`config.mk`:
```
export PLATFORM = sky130hd
export DESIGN_NAME = alu_mdu_arbiter
export DESIGN_NICKNAME = d
export VERILOG_FILES = /design/src/rtl/alu_mdu_arbiter.sv
export SDC_FILE = /design/constraint.sdc
export NUM_CORES = 1
export LEC_CHECK = 0
export ABC_CLOCK_PERIOD_IN_PS = 9110
export CAP_MARGIN = 5
export CORE_MARGIN = 2
export CORE_UTILIZATION = 44
export CTS_CLUSTER_DIAMETER = 30
export DETAILED_ROUTE_END_ITERATION = 10
export GPL_TIMING_DRIVEN = 0
export PLACE_DENSITY = 0.86
export SYNTH_ARGS = -nofsm -noshare
export SYNTH_HDL_FRONTEND = slang
export SYNTH_SLANG_ARGS = --single-unit
```
`constraint.sdc`:
```
create_clock -name clk -period 9.11 [get_ports clk]
set_clock_uncertainty 0.1 [all_clocks]
set_input_delay 0.911 -clock clk [delete_from_list [all_inputs] [get_ports clk]]
set_output_delay 0.911 -clock clk [all_outputs]
set_load 0.05 [all_outputs]
```
`src/rtl/alu_mdu_arbiter.sv`:
```
// Shares the EX-stage ALU between the pipeline and a shift-and-add MULTU sequencer.
// EX always wins the ALU; the multiplier only issues its adds in idle ALU cycles.
module alu_mdu_arbiter #(
  parameter int WIDTH = 32,
  parameter int CNT_W = 6
) (
  input  logic             clk,
  input  logic             rst,
  input  logic             ex_valid,
  input  logic [WIDTH-1:0] ex_a,
  input  logic [WIDTH-1:0] ex_b,
  input  logic [2:0]       ex_ctr,
  input  logic             mdu_start,
  input  logic [WIDTH-1:0] mdu_a,
  input  logic [WIDTH-1:0] mdu_b,
  output logic [WIDTH-1:0] alu_a,
  output logic [WIDTH-1:0] alu_b,
  output logic [2:0]       alu_ctr,
  input  logic [WIDTH-1:0] alu_result,
  output logic             ex_res_valid,
  output logic             mdu_busy,
  output logic             mdu_done,
  output logic [WIDTH-1:0] hi,
  output logic [WIDTH-1:0] lo
);

  typedef enum logic [1:0] {S_IDLE, S_ISSUE, S_WAIT, S_DONE} state_t;

  state_t           state_q;
  logic [WIDTH-1:0] hi_q, lo_q, mcand_q;
  logic [CNT_W-1:0] cnt_q, cnt_d;
  logic             exrv_q, busy_q, done_q;
  logic             last_d, carry_d;

  always_comb begin
    cnt_d   = cnt_q + CNT_W'(1);
    last_d  = (cnt_d == CNT_W'(WIDTH));
    // The ALU has no carry-out; an unsigned add overflowed iff the sum wrapped below hi.
    carry_d = (alu_result < hi_q);
    alu_a   = '0;
    alu_b   = '0;
    alu_ctr = 3'b000;
    if (ex_valid) begin
      alu_a   = ex_a;
      alu_b   = ex_b;
      alu_ctr = ex_ctr;
    end else if (state_q == S_ISSUE && lo_q[0]) begin
      alu_a   = hi_q;
      alu_b   = mcand_q;
      alu_ctr = 3'b000;
    end
  end

  always_ff @(posedge clk or posedge rst) begin
    if (rst) begin
      state_q <= S_IDLE;
      hi_q    <= '0;
      lo_q    <= '0;
      mcand_q <= '0;
      cnt_q   <= '0;
      exrv_q  <= 1'b0;
      busy_q  <= 1'b0;
      done_q  <= 1'b0;
    end else begin
      exrv_q <= ex_valid;
      done_q <= 1'b0;
      case (state_q)
        S_IDLE: begin
          if (mdu_start) begin
            mcand_q <= mdu_a;
            lo_q    <= mdu_b;
            hi_q    <= '0;
            cnt_q   <= '0;
            state_q <= S_ISSUE;
            busy_q  <= 1'b1;
          end
        end
        S_ISSUE: begin
          if (!lo_q[0]) begin
            hi_q  <= hi_q >> 1;
            lo_q  <= {hi_q[0], lo_q[WIDTH-1:1]};
            cnt_q <= cnt_d;
            if (last_d) begin
              state_q <= S_DONE;
              done_q  <= 1'b1;
            end
          end else if (!ex_valid) begin
            // Add goes to the ALU this cycle; its registered sum is consumed in WAIT.
            state_q <= S_WAIT;
          end
        end
        S_WAIT: begin
          hi_q  <= {carry_d, alu_result[WIDTH-1:1]};
          lo_q  <= {alu_result[0], lo_q[WIDTH-1:1]};
          cnt_q <= cnt_d;
          if (last_d) begin
            state_q <= S_DONE;
            done_q  <= 1'b1;
          end else begin
            state_q <= S_ISSUE;
          end
        end
        S_DONE: begin
          state_q <= S_IDLE;
          busy_q  <= 1'b0;
        end
        default: state_q <= S_IDLE;
      endcase
    end
  end

  assign ex_res_valid = exrv_q;
  assign mdu_busy     = busy_q;
  assign mdu_done     = done_q;
  assign hi           = hi_q;
  assign lo           = lo_q;

endmodule
```
### Yosys cells after proc, flatten, opt, wreduce, memory -nomap -nowiden

Cells that the tools add are included.
Widths: inputs -> output; s select.

| operators by class | value |
|---|---|
| add/sub/neg operators | 1 |
| magnitude comparators | 1 |
| equal/unequal tests | 8 |
| mux-type cells | 25 |
| reductions and logical operators | 9 |

Operators with widths:

| kind | number |
|---|---|
| $mux 32 | 8 |
| $pmux 32 s3 | 2 |
| $lt 32x32->1 | 1 |
| $pmux 6 s3 | 1 |
| $mux 6 | 2 |
| $mux 2 | 5 |
| $pmux 2 s4 | 1 |
| $add 6x1->6 const B | 1 |
| $eq 6x6->1 const B | 1 |
| $ne 3x3->1 const B | 2 |
| $reduce_and 2->1 | 3 |
| $reduce_and 3->1 | 2 |
| $eq 2x2->1 const B | 2 |
| $ne 2x2->1 const B | 2 |
| $pmux 1 s2 | 2 |
| $mux 1 | 3 |
| $mux 3 | 1 |
| $reduce_bool 3->1 | 1 |
| $eq 2x1->1 const B | 1 |
| $logic_not 2->1 | 1 |
| $reduce_bool 2->1 | 1 |
| $logic_and 1x1->1 | 1 |

| storage, ports and cells | value |
|---|---|
| flip-flop bits (word level) | 107 |
| input port bits | 167 |
| output and inout port bits | 134 |
| word-level logic and storage cells | 53 |

### Depth between registers and ports, before layout

Gate-level depths: netlist (run 1).

| logic depth | value |
|---|---|
| depth after elaboration | 5 |
| gate-level depth with buffers | 10 |
| gate-level depth less buffers | 8 |

### Worst setup path after synthesis (run 1)

OpenSTA, ideal clock, no wires.

| timing path | value |
|---|---|
| path kind | input -> output |
| start | input port ex_valid |
| end | output port alu_a[10] |
| arrival | 2130 ps |
| required time | 8099 ps |
| slack | 5969 ps |
| stages on the path | 4 |
| buffers on the path | 3 |
| cell sequence | clkbuf_1 > clkbuf_1 > clkbuf_1 > a22o_1 |

| between the ends | value |
|---|---|
| longest elaborated chain between the ends | 1 |

RTL lines:

| element | line | RTL |
|---|---|---|
| from (decl) | 9 | `input logic ex_valid,` |
| $mux 32 | 43 | `if (ex_valid) begin` |
| to (decl) | 16 | `output logic [WIDTH-1:0] alu_a,` |

No other way between the ends.

### Worst setup path in the final report (run 1)

| timing path | value |
|---|---|
| start | input port ex_valid |
| end | output port alu_a[11] |

Same word-level chain as after synthesis.

==> out/qor.yml, run 1 <==
timing:
  fin_crit_ps: 4701
  hold-worst-slack_ps: 409.4
  fmaxAchievable_ghz: 0.2127
  fin_crit_sh: 0.5160
  final_max_slew_viol_count: 0
  rsz0062_at_grt: "no"
  hold_violations: 0
  relSlewSlack: 0.4169
  worst_pin_slew_ps: 871.4
  fin_ws_ps: 4409
  setup-tns-final_ps: 0
  setup_violations: 0
critical_path:
  end_kind: "output port"
  crit_top_cell: "clkbuf_1"
  worst_path_largest_cell_delay_ps: 810
  crit_fanout: 10
  crit_type: "primary input to output port"
  crit_chain: "clkdlybuf4s50_1 > clkbuf_1 > clkbuf_1 > clkbuf_1 > a22o_1 > clkdlybuf4s50_1"
  arrival_ps: 3690
  start_kind: "primary input"
  rrSetupSlack_ps: 6680
  required_ps: 8100
  slowest_stage: "clkdlybuf4s50_1"
routing:
  via_per_inst: 5.514
  drc: 0
  routedWlPerCell_um: 18.84
  vias: 6154
  ant_nets: 0
  wirelength_um: 21030
  dr.first_iter.drc_count: 357
  firstDrtPassIters: 5
logic_synthesis:
  synth_top_cell_area_share: 0.4405
  synth_warnings: 0
  syn-cell-area_um2: 6078
  syn-num-nets: 827
  synth_flop_cell: "dfrtp_1"
  async_flop_share: 1.000
  synth_largest_area_cell: "dfrtp_1"
  synth_edf_count: 0
  synthDistinctLibCells: 43
  synth-seq-cells: 107
  seq_area_frac_synth: 0.4405
  avgSynthCellArea_um2: 9.757
  synthCells: 623
  synth_area_leaders: "dfrtp_1, a22o_1, ha_1"
final_layout:
  antenna_cells: 0
  fin_area_um2: 9617
  layout_commonest_cell: "clkdlybuf4s50_1"
  nets: 1139
  area_growth_pct: 58.21
  layoutNonFillerInstCount: 1116
  final_cell_mix: "clkdlybuf4s50_1, dfrtp_1, nor2_1"
  drive_gt1_frac: 0.08298
  fillers: 1039
cts:
  cts_post_setup_buffers_inserted: 0
  cts_hold_buf: 0
  tritoncts: "done"
  insertion_delay_ps: 360
  cts_sinks: 107
  clkSlewWorstSetupHoldPaths_ps: 80
  cts_resized: 0
  root_buffer: "clkbuf_16"
  clk_path_buf_depth: 2
  htree_levels: 3
  cts_made_buffers: 9
placed_design:
  place_ws_ps: 4364
  gp_routability_congestion: 0.8560
  postPlaceCellArea_um2: 9331
  dp.cells: 1100
  dp_hpwl_um: 16260
  port_buffers: 300
floorplanning:
  die_h_um: 121.5
  fp.coreArea_um2: 13350
  initial_utilization: 0.4554
  fp-row-count: 42
  dieArea_um2: 14770
  die_w_um: 121.5
  ios: 301
outcome:
  status: "completed"
global_routing:
  grt_start_max_net_pins: 57
  grt_overflow_total: 0
  grt_antenna_before_repair: 0
  grt_first_pass_wirelength_um: 32440
  grtUsageTotal: 0.2808
  grt_pass1_vias: 6142
run:
  cap_violations: 0
min_path:
  hp-class: "flip-flop to flip-flop"
pwr:
  vdd_drop_max_mv: 0.3358
  power_leakage_nw: 3.923
  p_per_area_nw_per_um2: 363.9
critical path: cells and delay by family:
family	cells	cell delay [ps]
buffers and inverters	5	2510
AOI/OAI and AO/OA	1	260
per-stage QoR:
step	power (W)	util
after floorplan	0.002364	-
after global placement	0.003050	0.6969
after detailed placement	0.003113	0.6991
after CTS	0.003505	0.7205
after global routing	0.003718	0.7205
final	0.003500	0.7205
sequential cells by signal, indices dropped and copies added, names as in the netlist:
name          count
mdu_busy          1
state_q           2
ex_res_valid      1
mdu_done          1
cnt_q             6
mcand_q          32
lo               32
hi               32
layer usage:
| metal | wire, um | global-route usage | up-vias |
|---|---|---|---|
| li1 | - | - | 2922 |
| met3 | 1512 | 0.06461 | 35 |
| met2 | 10780 | 0.4933 | 230 |
| met1 | 8256 | 0.3388 | 2967 |
| met5 | 0 | 0 | - |
| met4 | 482 | 0.09770 | 0 |
synth_stat cells (2+ instances only):
library cell / count
mux2_2: 32
buf_1: 3
a211oi_1: 3
nand3_1: 38
clkbuf_1: 22
and3_1: 4
nor2b_1: 4
nand4_1: 6
buf_2: 19
a21oi_1: 14
nand2_1: 51
and2_1: 4
nand2b_1: 3
a22o_1: 65
xnor2_1: 2
a21o_1: 3
o211ai_1: 30
ha_1: 37
a221oi_1: 31
buf_4: 3
nor3_1: 4
a31oi_1: 2
dfrtp_1: 107
inv_1: 35
a22oi_1: 2
o31ai_1: 4
nor2_1: 70
o21ai_0: 10
cells by family (layout without fill, tap and decap cells):
family	after synthesis	count (layout)	synth area share
simple gates	189	189	0.1392
fa+ha+maj	37	37	0.07616
compound gates	171	171	0.2227
mux	33	33	0.06093
buf+inv	84	401	0.05764
flops	107	107	0.4405
xor+xnor	2	2	0.002882
report_power, final:
part	internal (W)	total, W	leakage, nW	switching, W
clock network	0.000196	0.000383	0.141	0.000188
logic	0.000784	0.00219	2.44	0.00141
registers	0.000711	0.000922	1.34	0.000211
path summary, 6_finish.rpt:
check                                       start                       to  depth (start not counted)
setup reg to reg           state_q[1]$_DFFE_PP0P_        lo[8]$_DFFE_PP0P_                          8
setup / recovery                         ex_valid                alu_a[11]                          6
min in group asynchronous                     rst  mcand_q[28]$_DFFE_PP0P_                          2
hold / removal             mcand_q[5]$_DFFE_PP0P_   mcand_q[5]$_DFFE_PP0P_                          1
hold reg to reg            mcand_q[5]$_DFFE_PP0P_   mcand_q[5]$_DFFE_PP0P_                          1
max in group asynchronous                     rst       hi[22]$_DFFE_PP0P_                          3
cell type report:
cell class / count / area, um^2 / area share
Tap cell: 176 / 220.2 / 0.02290
Inverter: 37 / 141.4 / 0.01470
Clock buffer: 10 / 239.0 / 0.02485
Sequential cell: 107 / 2678 / 0.2784
Buffer: 47 / 211.5 / 0.02199
Clock inverter: 6 / 46.29 / 0.004814
Timing Repair Buffer: 301 / 3030 / 0.3151
Multi-Input combinational cell: 432 / 3050 / 0.3172
Power figures use the tool's default switching activity.
==> run 2, diff against run 1 <==
==> config.mk (replaced) <==
export PLATFORM = sky130hd
export DESIGN_NAME = alu_mdu_arbiter
export DESIGN_NICKNAME = d
export VERILOG_FILES = /design/src/rtl/alu_mdu_arbiter.sv
export SDC_FILE = /design/constraint.sdc
export NUM_CORES = 1
export LEC_CHECK = 0
export ABC_CLOCK_PERIOD_IN_PS = 3770
export CAP_MARGIN = 5
export CORE_MARGIN = 2
export CORE_UTILIZATION = 37
export CTS_CLUSTER_DIAMETER = 30
export DETAILED_ROUTE_END_ITERATION = 10
export GPL_TIMING_DRIVEN = 0
export PLACE_DENSITY = 0.77
export SYNTH_ARGS = -nofsm -noshare
export SYNTH_HDL_FRONTEND = slang
export SYNTH_SLANG_ARGS = --single-unit
==> constraint.sdc (replaced) <==
create_clock -name clk -period 3.77 [get_ports clk]
set_clock_uncertainty 0.1 [all_clocks]
set_input_delay 0.377 -clock clk [delete_from_list [all_inputs] [get_ports clk]]
set_output_delay 0.377 -clock clk [all_outputs]
set_load 0.05 [all_outputs]
==> out/qor.yml, run 2 (synthesis results as in run 1) <==
cts:
  root_buffer: "clkbuf_16"
  clkSlewWorstSetupHoldPaths_ps: 80
  tritoncts: "done"
  cts_hold_buf: 0
  cts_post_setup_buffers_inserted: 0
  htree_levels: 3
  cts_sinks: 107
  cts_resized: 3
  insertion_delay_ps: 350
  cts_made_buffers: 9
  clk_path_buf_depth: 2
floorplanning:
  die_w_um: 132.2
  dieArea_um2: 17470
  initial_utilization: 0.3813
  ios: 301
  die_h_um: 132.2
  fp-row-count: 46
  fp.coreArea_um2: 15940
global_routing:
  grt.met2_usage: 0.3889
  grt_pass1_vias: 5950
  grt_overflow_total: 0
  met1_usage: 0.2978
  met3_usage: 0.04306
  grt_antenna_before_repair: 0
  grtUsageTotal: 0.2297
  grt_start_max_net_pins: 68
  grt_first_pass_wirelength_um: 32200
  top_usage_layer: "met2"
run:
  cap_violations: 0
pwr:
  power_leakage_nw: 3.931
  p_per_area_nw_per_um2: 876.8
  vdd_drop_max_mv: 0.6296
  power_w: 0.008498
final_layout:
  layout_commonest_cell: "clkdlybuf4s50_1"
  nets: 1139
  seq_area_um2: 2678
  antenna_cells: 0
  utilization: 0.6080
  area_growth_pct: 59.47
  multi_input_area_um2: 3058
  drive_gt1_frac: 0.08617
  final_cell_mix: "clkdlybuf4s50_1, dfrtp_1, nor2_1"
  fillers: 1399
placed_design:
  dp_hpwl_um: 15750
  port_buffers: 300
  place_ws_ps: -218.3
  gp_routability_congestion: 0.8291
critical_path:
  startpoint: "ex_valid"
  required_ps: 3290
  end_kind: "output port"
  cp-endpoint: "alu_a[11]"
  crit_fanout: 10
  r2r.worst_path.cells: 8
  r2r-end: "lo[16]$_DFFE_PP0P_"
  arrival_ps: 3140
  rrSetupSlack_ps: 1340
  crit_type: "primary input to output port"
  start_kind: "primary input"
  rr_startpoint: "state_q[0]$_DFFE_PP0P_"
outcome:
  status: "completed"
timing:
  fmaxAchievable_ghz: 0.2768
  hold_violations: 0
  worst_pin_slew_ps: 613.7
  final_max_slew_viol_count: 0
  relSlewSlack: 0.5909
  fin_crit_ps: 3613
  rsz0062_at_grt: "no"
  fin_crit_sh: 0.9582
  setup_violations: 0
  fin_ws_ps: 157.4
routing:
  wirelength_um: 20740
  via_per_inst: 5.292
  drc: 0
  ant_nets: 0
  firstDrtPassIters: 5
  dr.first_iter.drc_count: 333
  routedWlPerCell_um: 17.94
  vias: 6117
min_path:
  hp-class: "primary input to asynchronous set/reset pin"
run 2: changes by cell type in the layout (fill, tap and decap cells not counted):
cell	before	now
inv_8	1	0
clkinv_2	2	0
clkbuf_2	0	3
clkbuf_8	1	0
bufinv_16	0	1
inv_6	1	3
clkbuf_1	22	20
clkinvlp_4	1	2
nor2_1	70	69
nor2_4	0	1
clkinv_4	1	0
run 2: layout make-up:
type,count,area share
Buffer,47,0.02220
Clock buffer,10,0.02362
Clock inverter,6,0.007358
Inverter,37,0.01459
Multi-Input combinational cell,432,0.3155
Sequential cell,107,0.2762
Tap cell,216,0.02788
Timing Repair Buffer,301,0.3126
run 2: worst max-delay path, stage by stage:
cell,delay (ps)
clkdlybuf4s50_1,490
clkbuf_1,420
clkbuf_2,430
clkbuf_2,360
a22o_1,230
clkdlybuf4s50_1,820
run 2: through the flow:
stage	setup TNS, ps	cell area [um^2]	std cells	hold WS, ps
6_report	0	9693	1156	322.9
5_1_grt	0	9693	1156	374.5
4_1_cts	0	9687	1156	338.6
3_5_place_dp	-2658	9382	1140	395.5
3_3_place_gp	-141250	9351	1139	390.3
2_1_floorplan	0	6078	623	308.4
run 2: power by group:
part | internal (W) | switching (W) | total, W
Combinational | 0.00189 | 0.00339 | 0.00528
Sequential | 0.00172 | 0.000519 | 0.00224
Clock | 0.000524 | 0.000459 | 0.000982
run 2: how the worst min path moves through the flow:
stage | end | slack, ps
floorplan | ex_res_valid$_DFF_PP0_ | 310
global placement | mcand_q[26]$_DFFE_PP0P_ | 390
detailed placement | mcand_q[21]$_DFFE_PP0P_ | 400
CTS | mcand_q[4]$_DFFE_PP0P_ | 340
global route | mcand_q[4]$_DFFE_PP0P_ | 370
finish | mcand_q[4]$_DFFE_PP0P_ | 320
run 2: metal layers:
layer | share of wire | vias up
li1 | - | 2924
met1 | 0.44 | 2951
met2 | 0.48 | 212
met3 | 0.060 | 30
met4 | 0.021 | 0
met5 | 0 | -
